[src/rtl/dda_param_loader.sv]
// Byte-serial loader for the seven dda posit operands, plus the dda rst/en
// sequencer (one IC-load cycle, then divider-paced Euler steps).
module dda_param_loader #(
  parameter int N = 16
) (
  input  logic         clk,
  input  logic         rst_n,
  input  logic         load_valid,
  input  logic [7:0]   load_data,
  input  logic         run,
  input  logic         restart,
  input  logic [7:0]   div,
  output logic [N-1:0] icx,
  output logic [N-1:0] icy,
  output logic [N-1:0] icz,
  output logic [N-1:0] sigma,
  output logic [N-1:0] beta,
  output logic [N-1:0] rho,
  output logic [N-1:0] dt,
  output logic         dda_rst,
  output logic         dda_en,
  output logic         loaded
);

  localparam int unsigned BYTES = N / 8;
  localparam int unsigned TOTAL = 7 * BYTES;
  localparam int unsigned BW    = $clog2(TOTAL);

  typedef enum logic [1:0] {LOAD, INIT, RUN} state_t;

  state_t          state, state_nx;
  logic [BW-1:0]   bcnt, bcnt_nx, wbyte;
  logic [7:0]      cnt, cnt_nx;
  logic            loaded_nx;
  logic [N-1:0]    opr [7];

  always_comb begin
    state_nx  = state;
    bcnt_nx   = bcnt;
    cnt_nx    = cnt;
    loaded_nx = loaded;
    wbyte     = bcnt;
    dda_rst   = 1'b0;
    dda_en    = 1'b0;
    case (state)
      LOAD: begin
        cnt_nx = '0;
        if (load_valid) begin
          if (bcnt == BW'(TOTAL - 1)) begin
            bcnt_nx   = '0;
            loaded_nx = 1'b1;
            state_nx  = INIT;
          end else begin
            bcnt_nx = bcnt + BW'(1);
          end
        end
      end
      INIT: begin
        dda_rst  = 1'b1;
        dda_en   = 1'b1;
        cnt_nx   = '0;
        state_nx = RUN;
      end
      RUN: begin
        dda_en = run && (cnt == div);
        if (run)
          cnt_nx = (cnt == div) ? '0 : cnt + 8'd1;
        if (restart)
          state_nx = INIT;
      end
      default: state_nx = LOAD;
    endcase
    // A byte outside LOAD aborts the running set and becomes byte 0 of a new one.
    if (load_valid && state != LOAD) begin
      wbyte     = '0;
      bcnt_nx   = BW'(1);
      loaded_nx = 1'b0;
      state_nx  = LOAD;
    end
  end

  always_ff @(posedge clk or negedge rst_n) begin
    if (!rst_n) begin
      state  <= LOAD;
      bcnt   <= '0;
      cnt    <= '0;
      loaded <= 1'b0;
    end else begin
      state  <= state_nx;
      bcnt   <= bcnt_nx;
      cnt    <= cnt_nx;
      loaded <= loaded_nx;
    end
  end

  always_ff @(posedge clk or negedge rst_n) begin
    if (!rst_n) begin
      for (int unsigned i = 0; i < 7; i++)
        opr[i] <= '0;
    end else if (load_valid) begin
      for (int unsigned i = 0; i < 7; i++)
        for (int unsigned j = 0; j < BYTES; j++)
          if (wbyte == BW'(i * BYTES + j))
            opr[i][8*j +: 8] <= load_data;
    end
  end

  assign icx   = opr[0];
  assign icy   = opr[1];
  assign icz   = opr[2];
  assign sigma = opr[3];
  assign beta  = opr[4];
  assign rho   = opr[5];
  assign dt    = opr[6];

endmodule

[config.mk]
export PLATFORM = sky130hd
export DESIGN_NAME = dda_param_loader
export DESIGN_NICKNAME = d
export VERILOG_FILES = /design/src/rtl/dda_param_loader.sv
export SDC_FILE = /design/constraint.sdc
export NUM_CORES = 1
export LEC_CHECK = 0
export CAP_MARGIN = 10
export CORE_MARGIN = 2
export CORE_UTILIZATION = 53
export DETAILED_ROUTE_END_ITERATION = 7
export PLACE_DENSITY = 0.85
export RECOVER_POWER = 100
export SLEW_MARGIN = 20
export SYNTH_ARGS = -nofsm -noshare
export SYNTH_HDL_FRONTEND = slang
export SYNTH_SLANG_ARGS = --single-unit
[constraint.sdc]
create_clock -name clk -period 4.86 [get_ports clk]
set_clock_uncertainty 0.1 [all_clocks]
set_input_delay 0.972 -clock clk [delete_from_list [all_inputs] [get_ports clk]]
set_output_delay 0.972 -clock clk [all_outputs]
set_load 0.05 [all_outputs]
Yosys cells after proc, flatten, opt, wreduce, memory -nomap -nowiden --
Index checks and enable logic that the tools add are counted.
Operators by class: $add $sub $neg 2, equality and inequality tests 21, multiplexer cells 19, reductions and logical operators 28
Operators by type and width (number):
- 2-bit AND reduction | 16
- 4-bit equality test (second input constant) | 7
- 4-bit two-way mux | 5
- 4-bit by 3-bit equality test with 1-bit output (second input constant) | 4
- 8-bit two-way mux | 2
- 8-bit one-hot mux with 2 select lines | 1
- 2-bit nonzero test | 5
- 3-bit inequality test (second input constant) | 3
- 8-bit by 1-bit adder with 8-bit output (second input constant) | 1
- 4-bit by 2-bit equality test with 1-bit output (second input constant) | 2
- 8-bit equality test | 1
- 2-bit two-way mux | 4
- 2-bit one-hot mux with 3 select lines | 1
- 3-bit AND reduction | 2
- 1-bit two-way mux | 5
- 4-bit by 1-bit adder with 4-bit output (second input constant) | 1
- 4-bit by 1-bit equality test with 1-bit output (second input constant) | 1
- 4-bit zero test | 1
- 2-bit by 1-bit equality test with 1-bit output (second input constant) | 1
- 2-bit equality test (second input constant) | 1
- 1-bit logical AND | 2
- 2-bit zero test | 1
- 2-bit inequality test (second input constant) | 1
- 1-bit one-hot mux with 2 select lines | 1
- 2-bit OR reduction | 1
Word-level totals: register bits 127, input bits 21, output and inout port bits 115, word-level logic and storage cells 88

Logic depth before layout (Yosys ltp) --
Gate-level depths: netlist (run 1).
word-level depth 5, mapped depth 9, depth with buffers taken out 7

Least setup slack after synthesis (run 1) --
No wires, ideal clock.
path kind input port to output port, start point input port div[6], end point output port dda_en, arrival 2.073 ns, data required time 3.788 ns, setup slack 1.715 ns, stages 5, path buffers 0, path through xor2_1 nor4_2 nand2_1 nor2_1 o21a_1
On the way: cells in the longest elaborated chain, start to end 3
RTL lines:
- from (decl) | RTL line 12 | input logic [7:0] div,
- 8-bit equality test | RTL line 65 | dda_en = run && (cnt == div);
- 1-bit logical AND | RTL line 65
- 1-bit one-hot mux with 2 select lines | RTL line 45 | case (state)
- to (decl) | RTL line 21 | output logic dda_en,
Every way passes these cells.

Worst setup path after layout (run 1) --
start point input port div[7], end point output port dda_en
The elaborated chain is that of the path after synthesis.

==> flow_results.xml, run 1 <==
<?xml version="1.0" encoding="UTF-8"?>
<metrics>
  <group name="global_routing">
    <metric name="met1_usage_grt" unit="%">31.2</metric>
    <metric name="combined_global_route_utilization_of_all_metal_layers" unit="%">24.7</metric>
    <metric name="global_route.usage.met2" unit="%">41.1</metric>
    <metric name="grt_overflow" unit="">0</metric>
    <metric name="groute.layer.met3.usage" unit="%">7.61</metric>
    <metric name="busiest_layer" unit="">met2</metric>
    <metric name="largest_net_degree_at_the_start_of_global_routing" unit="">65</metric>
    <metric name="vias_in_the_first_global_route" unit="">3769</metric>
    <metric name="grt_pass1_wl" unit="um">20800</metric>
    <metric name="antenna_violations_before_repair" unit="">0</metric>
  </group>
  <group name="power_and_ir_drop">
    <metric name="power_leakage" unit="nW">3.63</metric>
    <metric name="power-per-cell-area" unit="nW/um^2">752</metric>
    <metric name="comb_power_share" unit="%">45.0</metric>
    <metric name="power_switching_share" unit="%">43.1</metric>
    <metric name="internal_power" unit="mW">3.11</metric>
    <metric name="netSwitchingPower" unit="mW">2.36</metric>
    <metric name="power.total" unit="mW">5.47</metric>
    <metric name="share_clk_of_total_power" unit="%">24.9</metric>
    <metric name="power.ir.vdd_worst" unit="mV">0.412</metric>
    <metric name="seqPwrFrac" unit="%">30.1</metric>
  </group>
  <group name="clocking">
    <metric name="tritoncts_clock_tree" unit="">done</metric>
    <metric name="clkTransAtPathRegs" unit="ps">60</metric>
    <metric name="cts.root.buffer_cell" unit="">sky130_fd_sc_hd__clkbuf_8</metric>
    <metric name="tritoncts_num_sinks" unit="">127</metric>
    <metric name="cts.repair_timing.setup_buffer_count" unit="">0</metric>
    <metric name="ctsHtreeMaxLevel" unit="">4</metric>
    <metric name="cts_inserted_buffers" unit="">17</metric>
    <metric name="cts_resized" unit="">0</metric>
    <metric name="hold_buffers" unit="">0</metric>
    <metric name="clock_path_buffers" unit="">2</metric>
    <metric name="worst_skew_pair.late_latency" unit="ps">510</metric>
  </group>
  <group name="place">
    <metric name="buffer_ports.inserted" unit="">135</metric>
    <metric name="last_weighted_congestion_value_of_the_routability_driven_placer" unit="">0.844</metric>
    <metric name="place_hpwl" unit="um">8790</metric>
    <metric name="place_inst" unit="">618</metric>
  </group>
  <group name="hold_path">
    <metric name="min_path_type" unit="">register to register</metric>
    <metric name="min_path_cells" unit="">1</metric>
  </group>
  <group name="logic_synthesis">
    <metric name="synth-edff-count" unit="">0</metric>
    <metric name="synth_largest_type_area_fraction" unit="%">59.0</metric>
    <metric name="yosys.area.top_type" unit="">sky130_fd_sc_hd__dfrtp_1</metric>
    <metric name="synth_area" unit="sq um">5390</metric>
    <metric name="postSynth.asyncResetShare" unit="%">100</metric>
    <metric name="ys_warn_count" unit="">0</metric>
    <metric name="post_synth_main_area_contributors" unit="">sky130_fd_sc_hd__dfrtp_1 59%, sky130_fd_sc_hd__mux2_2 18%, sky130_fd_sc_hd__mux2_4 6.7%</metric>
    <metric name="post_synth_most_frequent_cells" unit="">127 x sky130_fd_sc_hd__dfrtp_1, 88 x sky130_fd_sc_hd__mux2_2, 24 x sky130_fd_sc_hd__mux2_4, 20 x sky130_fd_sc_hd__nand2_1, 10 x sky130_fd_sc_hd__xor2_1</metric>
    <metric name="postSynthRegisterBits" unit="">127</metric>
    <metric name="synth_most_common_cell" unit="">sky130_fd_sc_hd__dfrtp_1</metric>
    <metric name="post_synth_num_cell_types" unit="">41</metric>
    <metric name="synth_top_flop_cell" unit="">sky130_fd_sc_hd__dfrtp_1</metric>
    <metric name="ys_seq_area_share" unit="%">59.0</metric>
    <metric name="synthCells" unit="">366</metric>
    <metric name="synth_area_per_cell" unit="sq um">14.7</metric>
    <metric name="mappedNetlistNets" unit="">392</metric>
  </group>
  <group name="route">
    <metric name="route.detailed.vias_per_inst" unit="">5.38</metric>
    <metric name="drtIter0Drc" unit="">99</metric>
    <metric name="route.final.wire_length" unit="um">12800</metric>
    <metric name="dr_total_vias" unit="">3497</metric>
    <metric name="post-route-drc-count" unit="">0</metric>
    <metric name="detail_route.wl_per_cell" unit="um">19.7</metric>
    <metric name="drtAntennaViolNets" unit="">0</metric>
    <metric name="drt-pass1-iter-count" unit="">4</metric>
  </group>
  <group name="floorplanning">
    <metric name="die_width" unit="um">105</metric>
    <metric name="io-pin-count" unit="">136</metric>
    <metric name="core.rowCount" unit="">36</metric>
    <metric name="core_area" unit="sq um">9820</metric>
    <metric name="die_height" unit="um">105</metric>
    <metric name="start_util" unit="%">54.8</metric>
    <metric name="die_area" unit="sq um">11000</metric>
  </group>
  <group name="timing">
    <metric name="max-slew-margin-rel" unit="%">-124</metric>
    <metric name="worst_pin_slew" unit="ps">3360</metric>
    <metric name="clock.fmax" unit="MHz">227</metric>
    <metric name="setup-violations-final" unit="">0</metric>
    <metric name="fin_crit" unit="ps">4400</metric>
    <metric name="number_of_max_slew_violations_in_the_final_report" unit="">74</metric>
    <metric name="rsz0062_at_grt" unit="">false</metric>
    <metric name="final_hold_viol_count" unit="">0</metric>
    <metric name="finalHoldWorstSlack" unit="ps">397</metric>
    <metric name="fin_setup_tns" unit="ps">0</metric>
    <metric name="post-route-period-util" unit="%">90.5</metric>
  </group>
  <group name="worst_setup_path">
    <metric name="path_depth" unit="">7</metric>
    <metric name="worst_path_buffer_plus_inverter_count" unit="">2</metric>
    <metric name="ff2ff_path_depth" unit="">5</metric>
    <metric name="path_class" unit="">primary input to output port</metric>
    <metric name="kind_of_cell_adding_the_most_delay_to_the_critical_path" unit="">buffers and inverters</metric>
    <metric name="critical_path.startpoint_type" unit="">primary input</metric>
    <metric name="slowest_delay" unit="ps">790</metric>
    <metric name="crit_path_max_fanout" unit="">3</metric>
    <metric name="crit_path_end_kind" unit="">output port</metric>
    <metric name="cp.required" unit="ps">3790</metric>
    <metric name="data_arrival_time_of_the_critical_path" unit="ps">3330</metric>
    <metric name="critical_path.slowest_cell" unit="">sky130_fd_sc_hd__clkdlybuf4s50_1</metric>
    <metric name="timing.critical_path.cells" unit="">dlygate4sd3_1 -&gt; xor2_1 -&gt; nor4_1 -&gt; nand2_1 -&gt; nor2_1 -&gt; o21a_1 -&gt; clkdlybuf4s50_1</metric>
  </group>
  <group name="finish">
    <metric name="area_delta_synth_final" unit="%">35.0</metric>
    <metric name="finalNetCount" unit="">530</metric>
    <metric name="post_route_cells_drive_above_1_share" unit="%">24.6</metric>
    <metric name="num_antenna_cells" unit="">0</metric>
    <metric name="post_layout_nonfiller_instances" unit="">650</metric>
  </group>
  <group name="run_status">
    <metric name="outcome" unit="">complete, but fails checks</metric>
    <metric name="failed_checks" unit="">capacitance limit, slew limit</metric>
  </group>
  <group name="flow_run">
    <metric name="max_cap_viol_count" unit="">2</metric>
  </group>
</metrics>
[state kept, by name (all words and copies together) (netlist names)]
signal	flops
beta	16
dt	16
icx	16
icy	16
icz	16
rho	16
sigma	16
cnt	8
bcnt	4
state	2
loaded	1
[through the flow]
| step | util, % | area (sq um) | setup slack [ps] |
|---|---|---|---|
| finish | 74.0 | 7270 | 462 |
| global route | 74.0 | 7270 | 277 |
| CTS | 75.7 | 7440 | 700 |
| detailed placement | 69.2 | 6790 | 699 |
| global placement | 69.2 | 6790 | 744 |
| floorplan | - | 5390 | 1710 |
[layout make-up]
class                           instances  area (sq um)
Sequential cell                       127          3180
Fill cell                             677          2550
Multi-Input combinational cell        218          1920
Timing Repair Buffer                  137          1360
Clock buffer                           19           432
Clock inverter                         13           210
Tap cell                              133           166
Inverter                                3          11.3
[cells in the final DEF, fill, tap and decap left out, types with 2 or more instances in the layout]
cell and count:
sky130_fd_sc_hd__mux2_1 23, sky130_fd_sc_hd__o311ai_0 2, sky130_fd_sc_hd__a21oi_1 5, sky130_fd_sc_hd__clkinvlp_4 2
sky130_fd_sc_hd__nor2_1 17, sky130_fd_sc_hd__nand2b_1 3, sky130_fd_sc_hd__clkdlybuf4s50_1 18, sky130_fd_sc_hd__clkbuf_1 2
sky130_fd_sc_hd__nand3_1 7, sky130_fd_sc_hd__mux2_2 88, sky130_fd_sc_hd__a32o_1 2, sky130_fd_sc_hd__a22o_1 3
sky130_fd_sc_hd__xor2_1 10, sky130_fd_sc_hd__ha_1 5, sky130_fd_sc_hd__nand2_1 21, sky130_fd_sc_hd__and3_1 2
sky130_fd_sc_hd__inv_1 3, sky130_fd_sc_hd__nor2b_1 2, sky130_fd_sc_hd__dfrtp_1 127, sky130_fd_sc_hd__o21a_1 2
sky130_fd_sc_hd__clkinv_2 2, sky130_fd_sc_hd__clkbuf_8 2, sky130_fd_sc_hd__clkinv_4 2, sky130_fd_sc_hd__or3_1 2
sky130_fd_sc_hd__bufinv_16 5, sky130_fd_sc_hd__inv_6 2, sky130_fd_sc_hd__nor4_1 3, sky130_fd_sc_hd__o21ai_0 8
sky130_fd_sc_hd__a21o_1 2, sky130_fd_sc_hd__dlygate4sd3_1 116, sky130_fd_sc_hd__clkbuf_16 16
[power by group through the flow]
stage / Sequential [mW] / Clock [mW] / Combinational (mW)
3_5_place_dp: 1.68 / 0 / 2.65
6_report: 1.64 / 1.36 / 2.46
4_1_cts: 1.67 / 1.38 / 2.67
2_1_floorplan: 2.78 / 0 / 0.655
3_3_place_gp: 1.66 / 0 / 2.60
5_1_grt: 1.69 / 1.44 / 2.57
[path summary, 6_finish.rpt]
| check | start | to | slack [ps] |
|---|---|---|---|
| max | div[7] | dda_en | 460 |
| min | icx[15] | icx[15] | 400 |
| max reg2reg | state[1] | icy[8] | 1810 |
| min reg2reg | icx[15] | icx[15] | 400 |
| max in group asynchronous | rst_n | icy[7] | 1170 |
| min in group asynchronous | rst_n | dt[10] | 1490 |
[routing by layer]
metal	routed length, um	part of all wire (%)
met2	6420	50
met1	5360	42
met3	878	6.8
met4	165	1.3
met5	0	0
[cells by family (layout without fill, tap and decap cells)]
family                     count (synthesis)  after routing  synth area share, %
AOI/OAI and AO/OA                         27             27                 3.55
xor gates and xnor gates                  10             10                 1.63
adders and majority gates                  5              5                 1.16
buffers and inverters                     21            172                 2.46
DFF                                      127            127                 59.0
muxes                                    112            112                 25.1
and+or+nand+nor                           64             64                 7.09
(Power assumes the default switching activity.)
==> inputs of run 2 (changes only) <==
Settings changed: GPL_ROUTABILITY_DRIVEN from default to 0.
==> results of run 2 <==
Same layout as run 1: the final DEF is identical, and so are final timing and power.
==> inputs of run 3 (changes only) <==
Settings changed: CORE_UTILIZATION 53 to 55, CTS_BUF_LIST from default to sky130_fd_sc_hd__clkbuf_4, PLACE_DENSITY 0.85 to 0.88.
==> run 3 against run 2 <==
Net effect:
- the run still ends with capacitance limit, slew limit left
- power decreased by 12%
- clock-buffer cell count decreased by 2
- first-iteration DRC count up 32%
- largest power group unchanged
==> flow_results.xml, run 3 (same netlist as run 1, synthesis figures left out) <==
<?xml version="1.0" encoding="UTF-8"?>
<metrics>
  <group name="place">
    <metric name="preCtsSetupSlack" unit="ps">700</metric>
    <metric name="place_hpwl" unit="um">8360</metric>
    <metric name="detailed_place.area" unit="sq um">6790</metric>
    <metric name="place_inst" unit="">618</metric>
    <metric name="buffer_ports.inserted" unit="">135</metric>
  </group>
  <group name="timing">
    <metric name="worst_pin_slew" unit="ps">1760</metric>
    <metric name="final_hold_viol_count" unit="">0</metric>
    <metric name="clock.fmax" unit="MHz">228</metric>
    <metric name="final_critical_path_setup_slack" unit="ps">479</metric>
    <metric name="post-route-period-util" unit="%">90.1</metric>
    <metric name="fin_setup_tns" unit="ps">0</metric>
    <metric name="setup-violations-final" unit="">0</metric>
    <metric name="fin_crit" unit="ps">4380</metric>
    <metric name="max-slew-margin-rel" unit="%">-17.4</metric>
    <metric name="rsz0062_at_grt" unit="">false</metric>
    <metric name="finalHoldWorstSlack" unit="ps">400</metric>
    <metric name="number_of_max_slew_violations_in_the_final_report" unit="">113</metric>
  </group>
  <group name="global_routing">
    <metric name="antenna_violations_before_repair" unit="">0</metric>
    <metric name="largest_net_degree_at_the_start_of_global_routing" unit="">74</metric>
    <metric name="combined_global_route_utilization_of_all_metal_layers" unit="%">23.7</metric>
    <metric name="global_route.usage.met2" unit="%">38.7</metric>
    <metric name="busiest_layer" unit="">met2</metric>
    <metric name="groute.layer.met3.usage" unit="%">6.98</metric>
    <metric name="grt_overflow" unit="">0</metric>
    <metric name="grt_pass1_wl" unit="um">18600</metric>
    <metric name="met1_usage_grt" unit="%">30.1</metric>
    <metric name="vias_in_the_first_global_route" unit="">3544</metric>
  </group>
  <group name="finish">
    <metric name="post_route_cells_drive_above_1_share" unit="%">24.2</metric>
    <metric name="cell_area_after_layout" unit="sq um">6920</metric>
    <metric name="finalNetCount" unit="">530</metric>
    <metric name="area_delta_synth_final" unit="%">28.5</metric>
    <metric name="most-common-layout-cells" unit="">127 x sky130_fd_sc_hd__dfrtp_1, 116 x sky130_fd_sc_hd__dlygate4sd3_1, 88 x sky130_fd_sc_hd__mux2_2</metric>
    <metric name="post_layout_nonfiller_instances" unit="">649</metric>
    <metric name="final_core_area_utilization" unit="%">71.8</metric>
    <metric name="commonest_non_fill_non_tap_cell_in_the_layout" unit="">sky130_fd_sc_hd__dfrtp_1</metric>
    <metric name="num_antenna_cells" unit="">0</metric>
  </group>
  <group name="clocking">
    <metric name="cts_inserted_buffers" unit="">17</metric>
    <metric name="hold_buffers" unit="">0</metric>
    <metric name="ctsHtreeMaxLevel" unit="">4</metric>
    <metric name="tritoncts_clock_tree" unit="">done</metric>
    <metric name="cts_resized" unit="">0</metric>
    <metric name="clkTransAtPathRegs" unit="ps">120</metric>
    <metric name="worst_skew_pair.late_latency" unit="ps">510</metric>
    <metric name="cts.root.buffer_cell" unit="">sky130_fd_sc_hd__clkbuf_4</metric>
    <metric name="tritoncts_num_sinks" unit="">127</metric>
    <metric name="clock_path_buffers" unit="">2</metric>
    <metric name="cts.repair_timing.setup_buffer_count" unit="">0</metric>
  </group>
  <group name="worst_setup_path">
    <metric name="critical_path.slowest_cell" unit="">sky130_fd_sc_hd__clkdlybuf4s50_1</metric>
    <metric name="crit_path_max_fanout" unit="">3</metric>
    <metric name="data_arrival_time_of_the_critical_path" unit="ps">3310</metric>
    <metric name="timing.rr.end" unit="">icy[10]</metric>
    <metric name="cp.required" unit="ps">3790</metric>
    <metric name="path_class" unit="">primary input to output port</metric>
    <metric name="critical_path.startpoint_type" unit="">primary input</metric>
    <metric name="timing.critical_path.cells" unit="">dlygate4sd3_1 -&gt; xor2_1 -&gt; nor4_1 -&gt; nand2_1 -&gt; nor2_1 -&gt; o21a_1 -&gt; clkdlybuf4s50_1</metric>
    <metric name="slowest_delay" unit="ps">790</metric>
    <metric name="crit_path_end_kind" unit="">output port</metric>
    <metric name="ff2ff_path_depth" unit="">5</metric>
    <metric name="worstReg2RegStart" unit="">state[0]</metric>
    <metric name="r2r_slack" unit="ps">1810</metric>
  </group>
  <group name="route">
    <metric name="route.detailed.vias_per_inst" unit="">5.36</metric>
    <metric name="dr_total_vias" unit="">3479</metric>
    <metric name="post-route-drc-count" unit="">0</metric>
    <metric name="detail_route.wl_per_cell" unit="um">18.2</metric>
    <metric name="drtIter0Drc" unit="">131</metric>
    <metric name="route.final.wire_length" unit="um">11800</metric>
    <metric name="drt-pass1-iter-count" unit="">4</metric>
    <metric name="drtAntennaViolNets" unit="">0</metric>
  </group>
  <group name="power_and_ir_drop">
    <metric name="power-per-cell-area" unit="nW/um^2">698</metric>
    <metric name="power_leakage" unit="nW">3.46</metric>
    <metric name="power.total" unit="mW">4.83</metric>
    <metric name="power.ir.vdd_worst" unit="mV">0.405</metric>
  </group>
  <group name="floorplanning">
    <metric name="die_height" unit="um">103</metric>
    <metric name="core.rowCount" unit="">36</metric>
    <metric name="die_area" unit="sq um">10600</metric>
    <metric name="start_util" unit="%">55.9</metric>
    <metric name="die_width" unit="um">103</metric>
    <metric name="core_area" unit="sq um">9640</metric>
    <metric name="io-pin-count" unit="">136</metric>
  </group>
  <group name="hold_path">
    <metric name="min_path_type" unit="">register to register</metric>
    <metric name="min_path_cells" unit="">1</metric>
    <metric name="min_to" unit="">dt[4]</metric>
    <metric name="worst_hold_startpoint" unit="">dt[4]</metric>
  </group>
  <group name="flow_run">
    <metric name="max_cap_viol_count" unit="">3</metric>
  </group>
  <group name="run_status">
    <metric name="outcome" unit="">complete, but fails checks</metric>
    <metric name="failed_checks" unit="">capacitance limit, slew limit</metric>
  </group>
</metrics>
## run 3: cell types whose count changed in the layout (fill, tap and decap cells not counted), moves of 2 or more
cell                         before  now
sky130_fd_sc_hd__bufinv_16        5    3
sky130_fd_sc_hd__clkbuf_16       16    0
sky130_fd_sc_hd__clkbuf_4         0   17
sky130_fd_sc_hd__clkbuf_8         2    0
sky130_fd_sc_hd__clkinvlp_4       2    5
## run 3: area by class of cell
type	count	area, sq um
fill	720	2720
timing repair buffer	137	1350
inverter	3	11.3
tap	133	166
clock inverter	14	168
clock buffer	17	128
sequential	127	3180
multi-input combinational	218	1920
## run 3: where the power goes
group	switching, mW	total, mW	leakage [nW]	internal, mW
clock	0.395	0.748	0.144	0.353
combinational	1.66	2.45	1.64	0.792
sequential	0.227	1.64	1.68	1.41
## run 3: layer usage
layer | wire length [um] | vias up
met4 | 220 | 0
met1 | 5000 | 1773
met5 | 0 | -
met3 | 618 | 15
li1 | - | 1568
met2 | 5980 | 123
## run 3: worst max path at each step
stage,from,end,slack (ps),cells after the start
floorplan,div[6],dda_en,1710,5
global placement,div[7],dda_en,730,7
detailed placement,div[6],dda_en,700,7
CTS,div[6],dda_en,690,7
global route,div[6],dda_en,310,7
finish,div[6],dda_en,480,7
## run 3: worst max-delay path: cells and delay by family
kind,cells,cell delay (ps)
buffers and inverters,2,1340
AND/OR/NAND/NOR,3,720
XOR/XNOR,1,160
AO/OA/AOI/OAI,1,110
